<file path="src/rtl/face_pkg.sv">
// Shared types and constants for the skin-mask bounding-box block.
// Coordinates are 8 bits wide and counts are 17 bits wide.
package face_pkg;

    typedef enum logic [1:0] {
        IDLE  = 2'd0,
        ACCUM = 2'd1,
        DONE  = 2'd2
    } state_t;

    localparam int DEF_WIDTH = 256;
    localparam int DEF_DEPTH = 256;
    localparam int COORD_W   = 8;
    localparam int COUNT_W   = 17;

    typedef logic [COORD_W-1:0] coord_t;
    typedef logic [COUNT_W-1:0] count_t;

endpackage

</file>
<file path="src/rtl/skin_bbox_if.sv">
// Raster pixel stream feeding skin_bbox.
// master drives the stream and slave receives it.
interface skin_bbox_if #(
    parameter int COLOR_DEPTH = 8
);
    logic                   frame_start;
    logic                   pix_valid;
    logic [COLOR_DEPTH-1:0] pix_in;

    modport master (
        output frame_start,
        output pix_valid,
        output pix_in
    );

    modport slave (
        input frame_start,
        input pix_valid,
        input pix_in
    );
endinterface

</file>
<file path="src/rtl/run_filter.sv">
// Per-row white run qualification.
// Flags the pixel completing a MIN_RUN run and each pixel after it.
module run_filter #(
    parameter int MIN_RUN = 4
) (
    input  logic clk,
    input  logic rst_n,
    input  logic clr,
    input  logic white,
    input  logic valid,
    input  logic row_end,
    output logic qualify_run,
    output logic qualify_single
);
    localparam int RW = $clog2(MIN_RUN + 1);

    logic [RW-1:0] run_cnt;
    logic [RW-1:0] cur;

    // A restart makes the current pixel the first of a fresh row.
    assign cur = clr ? '0 : run_cnt;

    assign qualify_run    = valid && white && (cur == RW'(MIN_RUN - 1));
    assign qualify_single = valid && white && (cur == RW'(MIN_RUN));

    always_ff @(posedge clk) begin
        if (!rst_n) begin
            run_cnt <= '0;
        end else if (valid) begin
            if (!white || row_end) begin
                run_cnt <= '0;
            end else if (cur != RW'(MIN_RUN)) begin
                run_cnt <= cur + 1'b1;
            end else begin
                run_cnt <= cur;
            end
        end else if (clr) begin
            run_cnt <= '0;
        end
    end
endmodule

</file>
<file path="src/rtl/skin_bbox.sv">
// Bounding box and count of qualified white pixels in a mask frame.
// Results load one cycle after the last pixel and hold until restart.
module skin_bbox
    import face_pkg::*;
#(
    parameter int WIDTH       = DEF_WIDTH,
    parameter int DEPTH       = DEF_DEPTH,
    parameter int COLOR_DEPTH = 8,
    parameter int MIN_RUN     = 4,
    parameter int MIN_COUNT   = 64
) (
    input  logic        clk,
    input  logic        rst_n,
    skin_bbox_if.slave  pix,
    output logic        busy,
    output logic        bbox_valid,
    output logic        face_found,
    output coord_t      x_min,
    output coord_t      x_max,
    output coord_t      y_min,
    output coord_t      y_max,
    output count_t      pix_count
);
    state_t state;
    coord_t x, y, px, py, nx, ny, run_lo, lo;
    count_t acc_cnt, n_cnt;
    coord_t acc_xmin, acc_xmax, acc_ymin, acc_ymax;
    coord_t n_xmin, n_xmax, n_ymin, n_ymax;
    logic   start, accept, white, row_end, last;
    logic   q_run, q_single, face_next;

    assign start   = pix.frame_start;
    assign accept  = pix.pix_valid && (start || state == ACCUM);
    assign white   = pix.pix_in[COLOR_DEPTH-1];
    assign px      = start ? '0 : x;
    assign py      = start ? '0 : y;
    assign row_end = (px == COORD_W'(WIDTH - 1));
    assign last    = accept && row_end && (py == COORD_W'(DEPTH - 1));
    assign nx      = row_end ? '0 : px + 1'b1;
    assign ny      = row_end ? py + 1'b1 : py;
    assign run_lo  = px - COORD_W'(MIN_RUN - 1);
    assign lo      = q_run ? run_lo : px;

    run_filter #(
        .MIN_RUN(MIN_RUN)
    ) u_run (
        .clk            (clk),
        .rst_n          (rst_n),
        .clr            (start),
        .white          (white),
        .valid          (accept),
        .row_end        (row_end),
        .qualify_run    (q_run),
        .qualify_single (q_single)
    );

    // Next accumulator values, starting from empty on a frame restart.
    always_comb begin
        n_cnt  = start ? '0 : acc_cnt;
        n_xmin = start ? '1 : acc_xmin;
        n_xmax = start ? '0 : acc_xmax;
        n_ymin = start ? '1 : acc_ymin;
        n_ymax = start ? '0 : acc_ymax;
        if (q_run || q_single) begin
            n_cnt = n_cnt + (q_run ? COUNT_W'(MIN_RUN) : COUNT_W'(1));
            if (lo < n_xmin) n_xmin = lo;
            if (px > n_xmax) n_xmax = px;
            if (py < n_ymin) n_ymin = py;
            if (py > n_ymax) n_ymax = py;
        end
    end

    assign face_next = (n_cnt >= COUNT_W'(MIN_COUNT));

    always_ff @(posedge clk) begin
        if (!rst_n) begin
            state      <= IDLE;
            x          <= '0;
            y          <= '0;
            acc_cnt    <= '0;
            acc_xmin   <= '1;
            acc_xmax   <= '0;
            acc_ymin   <= '1;
            acc_ymax   <= '0;
            busy       <= 1'b0;
            bbox_valid <= 1'b0;
            face_found <= 1'b0;
            pix_count  <= '0;
            x_min      <= '0;
            x_max      <= '0;
            y_min      <= '0;
            y_max      <= '0;
        end else begin
            bbox_valid <= 1'b0;
            if (start || accept) begin
                acc_cnt  <= n_cnt;
                acc_xmin <= n_xmin;
                acc_xmax <= n_xmax;
                acc_ymin <= n_ymin;
                acc_ymax <= n_ymax;
            end
            if (accept) begin
                x <= nx;
                y <= ny;
            end else if (start) begin
                x <= '0;
                y <= '0;
            end
            if (last) begin
                state      <= DONE;
                busy       <= 1'b0;
                bbox_valid <= 1'b1;
                face_found <= face_next;
                pix_count  <= n_cnt;
                x_min      <= face_next ? n_xmin : '0;
                x_max      <= face_next ? n_xmax : '0;
                y_min      <= face_next ? n_ymin : '0;
                y_max      <= face_next ? n_ymax : '0;
            end else if (start) begin
                state <= ACCUM;
                busy  <= 1'b1;
            end
        end
    end
endmodule

</file>
<file path="src/flat_wrapper.sv">
// flat-port wrapper written by rule: the top's interface ports become plain ports
module skin_bbox_flat import face_pkg::*;
#(
    parameter int WIDTH       = DEF_WIDTH,
    parameter int DEPTH       = DEF_DEPTH,
    parameter int COLOR_DEPTH = 8,
    parameter int MIN_RUN     = 4,
    parameter int MIN_COUNT   = 64
)
  (clk, rst_n, busy, bbox_valid, face_found, x_min, x_max, y_min, y_max, pix_count, pix_frame_start, pix_pix_valid, pix_pix_in);
  skin_bbox_if #(.COLOR_DEPTH(COLOR_DEPTH)) pix_i ();
  input  logic clk;
  input  logic rst_n;
  output logic busy;
  output logic bbox_valid;
  output logic face_found;
  output coord_t x_min;
  output coord_t x_max;
  output coord_t y_min;
  output coord_t y_max;
  output count_t pix_count;
  input wire logic [$bits(pix_i.frame_start)-1:0] pix_frame_start;
  input wire logic [$bits(pix_i.pix_valid)-1:0] pix_pix_valid;
  input wire logic [$bits(pix_i.pix_in)-1:0] pix_pix_in;
  assign pix_i.frame_start = pix_frame_start;
  assign pix_i.pix_valid = pix_pix_valid;
  assign pix_i.pix_in = pix_pix_in;
  skin_bbox #(.WIDTH(WIDTH), .DEPTH(DEPTH), .COLOR_DEPTH(COLOR_DEPTH), .MIN_RUN(MIN_RUN), .MIN_COUNT(MIN_COUNT)) u_core (.clk(clk), .rst_n(rst_n), .pix(pix_i), .busy(busy), .bbox_valid(bbox_valid), .face_found(face_found), .x_min(x_min), .x_max(x_max), .y_min(y_min), .y_max(y_max), .pix_count(pix_count));
endmodule
</file>
<file path="config.mk">
export PLATFORM = sky130hd
export DESIGN_NAME = skin_bbox_flat
export DESIGN_NICKNAME = d
export VERILOG_FILES = /design/src/rtl/face_pkg.sv /design/src/rtl/skin_bbox_if.sv /design/src/rtl/run_filter.sv /design/src/rtl/skin_bbox.sv /design/src/flat_wrapper.sv
export SDC_FILE = /design/constraint.sdc
export NUM_CORES = 1
export LEC_CHECK = 0
export BUFFER_PORTS_ARGS = -buffer_cell sky130_fd_sc_hd__buf_4
export CORE_MARGIN = 4
export CORE_UTILIZATION = 54
export DETAILED_ROUTE_END_ITERATION = 10
export MAX_ROUTING_LAYER = met4
export PLACE_DENSITY = 0.81
export SYNTH_ARGS = -nofsm -noshare
export SYNTH_HDL_FRONTEND = slang
export SYNTH_SLANG_ARGS = --single-unit
</file>
<file path="constraint.sdc">
create_clock -name clk -period 5.5 [get_ports clk]
set_input_delay 1.1 -clock clk [delete_from_list [all_inputs] [get_ports clk]]
set_output_delay 1.1 -clock clk [all_outputs]
set_load 0.02 [all_outputs]
</file>
==> impl_metrics.json, run 1 <==
{
  "ir_drop_v": 0.000204,
  "final_period_minus_worst_setup_slack_ns": 4.80,
  "cts-htree-levels": 4,
  "clkPwrFrac_pct": 54.7,
  "cp-endpoint": "u_core.x_min[5]$_SDFFE_PN0P_",
  "rows": 39,
  "status": "completed",
  "cts_setup_buffers": 0,
  "gp_congestion": 0.913,
  "post-route-period-util_pct": 87.3,
  "use_met1_pct": 28.6,
  "async_flop_share_pct": 0,
  "synth_top_area_share_pct": 38.4,
  "yosysMostFrequentCell": "dfxtp_1",
  "wl_microns": 15300,
  "grt_use_total_pct": 24.4,
  "maxSlewViolCount": 0,
  "use_met2_pct": 41.1,
  "drc": 0,
  "grt_pass1_vias": 5315,
  "power_per_cell_area_nw_per_um2": 278,
  "synth_fp_nets": 774,
  "cts_tree": "yes",
  "num_vias": 5327,
  "worst_pin_slew_ns": 1.13,
  "fillers": 947,
  "area_growth_pct": 17.9,
  "synth-edff-count": 0,
  "die_w_microns": 116,
  "synthFlopType": "dfxtp_1",
  "synth.cells.most_frequent": "dfxtp_1, nand2_1, nor2_1, nor2b_1, ha_1",
  "cp-start-kind": "primary input",
  "regToRegStartpoint": "u_core.u_run.run_cnt[1]$_SDFF_PN0_",
  "synth_top_area_cell": "dfxtp_1",
  "numCtsBuffers": 17,
  "rsz0062_at_grt": "no",
  "maxCapViolations": 0,
  "ys_ff_latch": 121,
  "dp_hpwl_microns": 10900,
  "fin_nets": 823,
  "required_ns": 5.84,
  "worst_slack_ns": 0.700,
  "syn_inst": 726,
  "hold_viol_final": 0,
  "via_per_inst": 5.72,
  "p_switching_mw": 0.437,
  "cts.path.max_buffers": 2,
  "final_core_util_pct": 65.1,
  "synth.avg_cell_area_sq_um": 8.68,
  "clockRootBuffer": "clkbuf_16",
  "internal-power_mw": 1.63,
  "cp_max_fo": 30,
  "relSlewSlack_pct": 24.4,
  "num_antenna_cells": 0,
  "setup_tns_ns": 0,
  "fp.dieH_microns": 116,
  "fmax_mhz": 208,
  "die-area_sq_um": 13500,
  "overflow": 0,
  "synth_warnings": 0,
  "cp-startpoint": "pix_frame_start",
  "dp_worst_setup_slack_ns": 0.334,
  "cts.sinks": 121,
  "dp_cells": 899,
  "antenna_found_initial": 0,
  "drive_gt1_share_pct": 19.9,
  "cts_hold_buf": 0,
  "io_buffer_count": 56,
  "timing.rr.end": "u_core.x_min[5]$_SDFFE_PN0P_",
  "dr.pass1.iters": 5,
  "rr_worst_depth": 17,
  "r2r_setup_slack_ns": 1.25,
  "min_path_type": "reg -> reg",
  "busiest_layer": "met2",
  "grt_max_degree": 58,
  "start_util_pct": 55.2,
  "grt_pass1_wl_microns": 25300,
  "postRouteAntennaNets": 0,
  "cts-resized-gates": 0,
  "switching_share_pct": 21.2,
  "wl_per_cell_microns": 16.5,
  "endpoint_kind": "flop",
  "finalSetupViolCount": 0,
  "criticalPathCategory": "in -> reg",
  "use_met3_pct": 5.17,
  "synth.area.top_cells": "dfxtp_1, ha_1, nand2_1",
  "fp.coreArea_sq_um": 11400,
  "drt_iter0_drc": 271,
  "cp.arrival_ns": 5.14,
  "yosysSeqAreaShare_pct": 38.4,
  "clk_latency_ns": 0.41,
  "skew_ns": 0.00571,
  "power_frac_seq_pct": 42.6,
  "post_layout_nonfiller_instances": 931,
  "p_comb_share_pct": 2.7,
  "clkTransAtPathRegs_ns": 0.05,
  "syn_area_sq_um": 6300,
  "ioPinCount": 64,
  "synth.distinct_cells": 70,
  "leakagePower_nw": 3.02
}
==> layout make-up <==
| cell class | instances | area [sq um] | share of cell area, % |
|---|---|---|---|
| inverters | 31 | 118 | 1.58 |
| clock inverters | 11 | 146 | 1.97 |
| flip-flops and latches | 121 | 2420 | 32.6 |
| multi-input cells | 537 | 3590 | 48.3 |
| clock buffers | 21 | 460 | 6.19 |
| repair buffers | 67 | 515 | 6.93 |
| well taps | 143 | 179 | 2.41 |
==> worst min path at each step <==
stage	start	endpoint	cells after the start	slack, ns
after floorplan	u_core.state[1]$_SDFFE_PN0P_	u_core.state[1]$_SDFFE_PN0P_	2	0.46
after global placement	u_core.x_max[0]$_SDFFE_PN0P_	u_core.x_max[0]$_SDFFE_PN0P_	2	0.44
after detailed placement	u_core.x_max[0]$_SDFFE_PN0P_	u_core.x_max[0]$_SDFFE_PN0P_	2	0.44
after CTS	u_core.x_max[0]$_SDFFE_PN0P_	u_core.x_max[0]$_SDFFE_PN0P_	2	0.46
after global routing	u_core.y_max[0]$_SDFFE_PN0P_	u_core.y_max[0]$_SDFFE_PN0P_	2	0.48
final	u_core.x_min[3]$_SDFFE_PN0P_	u_core.x_min[3]$_SDFFE_PN0P_	2	0.45
==> sequential cells by signal (all words and copies together), names as in the netlist <==
name and count:
u_core.u_run.run_cnt 3, u_core.acc_ymin 8, u_core.y_max 8, u_core.x_max 8, u_core.state 2, u_core.acc_xmin 8, u_core.y 8, u_core.acc_ymax 8
u_core.y_min 8, u_core.x_min 8, u_core.face_found 1, u_core.pix_count 17, u_core.acc_xmax 8, u_core.bbox_valid 1, u_core.x 8, u_core.acc_cnt 17
==> through the flow <==
| stage | total power, mW | hold WS, ns | cell area (sq um) |
|---|---|---|---|
| finish | 2.07 | 0.451 | 7430 |
| global route | 2.12 | 0.476 | 7430 |
| CTS | 2.08 | 0.456 | 7430 |
| detailed placement | 0.953 | 0.444 | 6830 |
| global placement | 0.952 | 0.437 | 6830 |
| floorplan | 0.937 | 0.457 | 6300 |
==> worst max-delay path: stages <==
cell,delay [ns]
buf_4,0.10
buf_4,0.31
clkinv_2,0.10
nand2_1,0.10
ha_1,0.21
and3_1,0.27
o21ai_2,0.16
or4_1,0.51
a22oi_1,0.25
inv_1,0.07
ha_1,0.33
and4_1,0.22
a21oi_1,0.14
o211ai_1,0.10
a211oi_1,0.33
buf_4,0.26
mux2i_1,0.33
a22oi_1,0.11
a21oi_1,0.14
==> power groups by stage <==
stage / Clock (mW) / Combinational [mW] / Sequential [mW]
2_1_floorplan: 0 / 0.0374 / 0.899
3_3_place_gp: 0 / 0.0530 / 0.899
3_5_place_dp: 0 / 0.0542 / 0.899
4_1_cts: 1.14 / 0.0546 / 0.880
5_1_grt: 1.18 / 0.0589 / 0.880
6_report: 1.13 / 0.0550 / 0.880
==> layout by cell type (no fill, tap or decap), types with 7 or more instances in the layout <==
cell type  Yosys  layout
clkbuf_16      0      17
dfxtp_1      121     121
mux2_2        21      21
mux2i_1       14      14
nor2b_1       40      40
nor3b_1        7       7
xnor2_1       26      26
nor2_1        62      61
nor3_1        15      15
buf_4          3      66
nand3_1       15      15
o21ai_2       11      11
a21oi_1       32      32
xor2_1         7       7
nand2_1      100     100
nand2b_1      11      11
nand4_1        9       9
inv_1         30      30
o21ai_0       34      34
ha_1          36      36
and3_1        10      10
and2_1        10      10
==> kinds of logic after synthesis <==
family                     count (synthesis)  share of synthesized area (%)
DFF                                      121                           38.4
buffers and inverters                     68                           4.74
xor gates and xnor gates                  34                           4.84
and+or+nand+nor                          304                           24.7
AOI/OAI and AO/OA                        128                           14.2
adders and majority gates                 36                           7.15
muxes                                     35                           5.98
==> metal layers <==
metal  routed length, microns  part of all wire, %
met2                     7780                   51
met1                     6350                   41
met5                        0                    0
met3                      826                  5.4
met4                      371                  2.4
(Power assumes the default switching activity.)
==> inputs of run 2 (changes only) <==
--- a/config.mk
+++ b/config.mk
@@ -6,10 +6,10 @@
 export NUM_CORES = 1
 export LEC_CHECK = 0
 export BUFFER_PORTS_ARGS = -buffer_cell sky130_fd_sc_hd__buf_4
+export CORE_ASPECT_RATIO = 1.5
 export CORE_MARGIN = 4
 export CORE_UTILIZATION = 54
 export DETAILED_ROUTE_END_ITERATION = 10
-export MAX_ROUTING_LAYER = met4
 export PLACE_DENSITY = 0.81
 export SYNTH_ARGS = -nofsm -noshare
 export SYNTH_HDL_FRONTEND = slang
==> run 2 against run 1 <==
Compared with the run above:
- fmax down 5.1%
- non-clock buffer count down 1
- global-route usage grew 0.49 points
- cell count grew 0.43%
- first-iteration DRC count rose by 5.9%
- sequential cell count did not move
- sequential power hardly changed
- highest routed layer unchanged
- critical path type unchanged
- critical path depth decreased by 1
==> impl_metrics.json, run 2 (synthesized netlist as in run 1, its figures left out) <==
{
  "status": "completed",
  "num_vias": 5443,
  "io_buffer_count": 56,
  "finalSetupViolCount": 0,
  "num_antenna_cells": 0,
  "die_w_microns": 96.2,
  "drive_gt1_share_pct": 19.6,
  "final_area_sq_um": 7450,
  "rr_worst_depth": 16,
  "most-common-layout-cells": "dfxtp_1, nand2_1, buf_4",
  "cts_hold_buf": 0,
  "area_growth_pct": 18.3,
  "maxSlewViolCount": 0,
  "clk_latency_ns": 0.42,
  "hold_start": "u_core.y_max[0]$_SDFFE_PN0P_",
  "regArea_sq_um": 2420,
  "postRouteAntennaNets": 0,
  "r2r_setup_slack_ns": 0.95,
  "regToRegStartpoint": "u_core.u_run.run_cnt[0]$_SDFF_PN0_",
  "min_path_type": "reg -> reg",
  "multi_input_area_sq_um": 3590,
  "cp-start-kind": "primary input",
  "clkPwrFrac_pct": 56.2,
  "rows": 48,
  "endpoint_kind": "flop",
  "critPathTopFamily": "compound AO/OA/AOI/OAI gates",
  "internal-power_mw": 1.71,
  "clkTransAtPathRegs_ns": 0.05,
  "largestRegisters": "u_core.acc_cnt (17), u_core.pix_count (17)",
  "fillers": 912,
  "fp.dieH_microns": 140,
  "grt_max_degree": 59,
  "ioPinCount": 64,
  "relSlewSlack_pct": 27.6,
  "gp_congestion": 0.960,
  "cts.sinks": 121,
  "power_per_cell_area_nw_per_um2": 287,
  "p_switching_mw": 0.429,
  "required_ns": 5.83,
  "p_comb_share_pct": 2.6,
  "grt_pass1_wl_microns": 26100,
  "power_frac_seq_pct": 41.2,
  "antenna_found_initial": 0,
  "dpl-instance-area_sq_um": 6820,
  "setup_tns_ns": 0,
  "dr.pass1.iters": 6,
  "grt_use_total_pct": 24.9,
  "maxCapViolations": 0,
  "rsz0062_at_grt": "no",
  "leakagePower_nw": 3.04,
  "max_stage_delay_ns": 0.63,
  "criticalPathCategory": "in -> reg",
  "cts_setup_buffers": 0,
  "drt_iter0_drc": 287,
  "crit_chain": "buf_4, buf_4, clkinv_2, nand2_1, ha_1, and3_1, o21ai_2, or4_1, a22oi_1, inv_1, ha_1, and4_1, a21oi_1, o211ai_1, a211oi_1, mux2i_1, o311ai_0, a21oi_1",
  "cts_tree": "yes",
  "numCtsBuffers": 17,
  "worst-path-buf-inv": 4,
  "skew_ns": 0.00900,
  "cts-htree-levels": 4,
  "clockRootBuffer": "clkbuf_16",
  "dp_hpwl_microns": 10800,
  "timing.rr.end": "u_core.x_min[7]$_SDFFE_PN0P_",
  "hold_path_depth": 2,
  "drc": 0,
  "ir_drop_v": 0.000264,
  "wl_microns": 15900,
  "switching_share_pct": 20.1,
  "cp_max_fo": 21,
  "holdPathEnd": "u_core.y_max[0]$_SDFFE_PN0P_",
  "final_period_minus_worst_setup_slack_ns": 5.06,
  "cts-resized-gates": 0,
  "slowest_stage": "a211oi_1",
  "layout_commonest_cell": "dfxtp_1",
  "cts.path.max_buffers": 2,
  "fmax_mhz": 198,
  "die-area_sq_um": 13500,
  "via_per_inst": 5.82,
  "start_util_pct": 54.9,
  "worst_pin_slew_ns": 1.09,
  "grt_pass1_vias": 5517,
  "fin_nets": 822,
  "fp.coreArea_sq_um": 11500,
  "cp.arrival_ns": 5.39,
  "overflow": 0,
  "post-route-period-util_pct": 92.0,
  "hold_viol_final": 0,
  "total_power_mw": 2.14,
  "wl_per_cell_microns": 17.1
}
## run 2: changes by cell type in the layout (fill, tap and decap cells not counted), sizes merged
cell and change:
clkbuf +3, clkinvlp -4, buf -1, clkinv -2, bufinv +1
## run 2: layer usage
metal / wire length (microns) / share of wire (%) / vias to the layer above / GRT usage, %
met2: 8380 / 53 / 198 / 43.8
met1: 6010 / 38 / 2592 / 26.1
met3: 665 / 4.2 / 72 / 5.43
met4: 882 / 5.5 / 0 / 15.4
li1: - / - / 2581 / -
met5: 0 / 0 / - / 0
## run 2: how the worst max path moves through the flow
stage,startpoint,endpoint,depth (start not counted)
floorplan,pix_frame_start,u_core.y_max[0]$_SDFFE_PN0P_,22
global placement,pix_frame_start,u_core.x_min[6]$_SDFFE_PN0P_,17
detailed placement,pix_frame_start,u_core.x_min[7]$_SDFFE_PN0P_,18
CTS,pix_frame_start,u_core.x_min[7]$_SDFFE_PN0P_,18
global route,pix_frame_start,u_core.x_min[1]$_SDFFE_PN0P_,18
finish,pix_frame_start,u_core.x_min[7]$_SDFFE_PN0P_,18
## run 2: power by group through the flow
stage / clock, mW / sequential (mW) / combinational (mW)
6_report: 1.20 / 0.881 / 0.0547
2_1_floorplan: 0 / 0.899 / 0.0374
3_3_place_gp: 0 / 0.899 / 0.0529
5_1_grt: 1.26 / 0.880 / 0.0585
4_1_cts: 1.21 / 0.881 / 0.0542
3_5_place_dp: 0 / 0.899 / 0.0537
## run 2: area by class of cell
cell class / count / share of cell area, %
timing repair buffer: 66 / 6.65
multi-input combinational: 537 / 48.2
tap: 150 / 2.52
inverter: 31 / 1.58
clock buffer: 24 / 6.73
clock inverter: 6 / 1.83
sequential: 121 / 32.5
## run 2: metrics by stage
step | utilization [%] | hold slack [ns] | cells | worst slack [ns]
6_report | 65.0 | 0.459 | 935 | 0.443
5_1_grt | 65.0 | 0.473 | 935 | 0.144
4_1_cts | 65.0 | 0.462 | 935 | 0.581
3_5_place_dp | 59.4 | 0.450 | 905 | 0.167
3_3_place_gp | 59.4 | 0.441 | 905 | 0.346
2_1_floorplan | - | 0.457 | 726 | 0.0512
## run 2: worst reg2reg max path: stages, from the launching register on
cell	delay [ns]
dfxtp_1	0.31
nor2b_1	0.23
ha_1	0.19
ha_1	0.19
and3_1	0.27
o21ai_2	0.17
or4_1	0.52
a22oi_1	0.26
inv_1	0.07
ha_1	0.34
and4_1	0.24
a21oi_1	0.16
o211ai_1	0.11
a211oi_1	0.63
mux2i_1	0.39
o311ai_0	0.18
a21oi_1	0.19
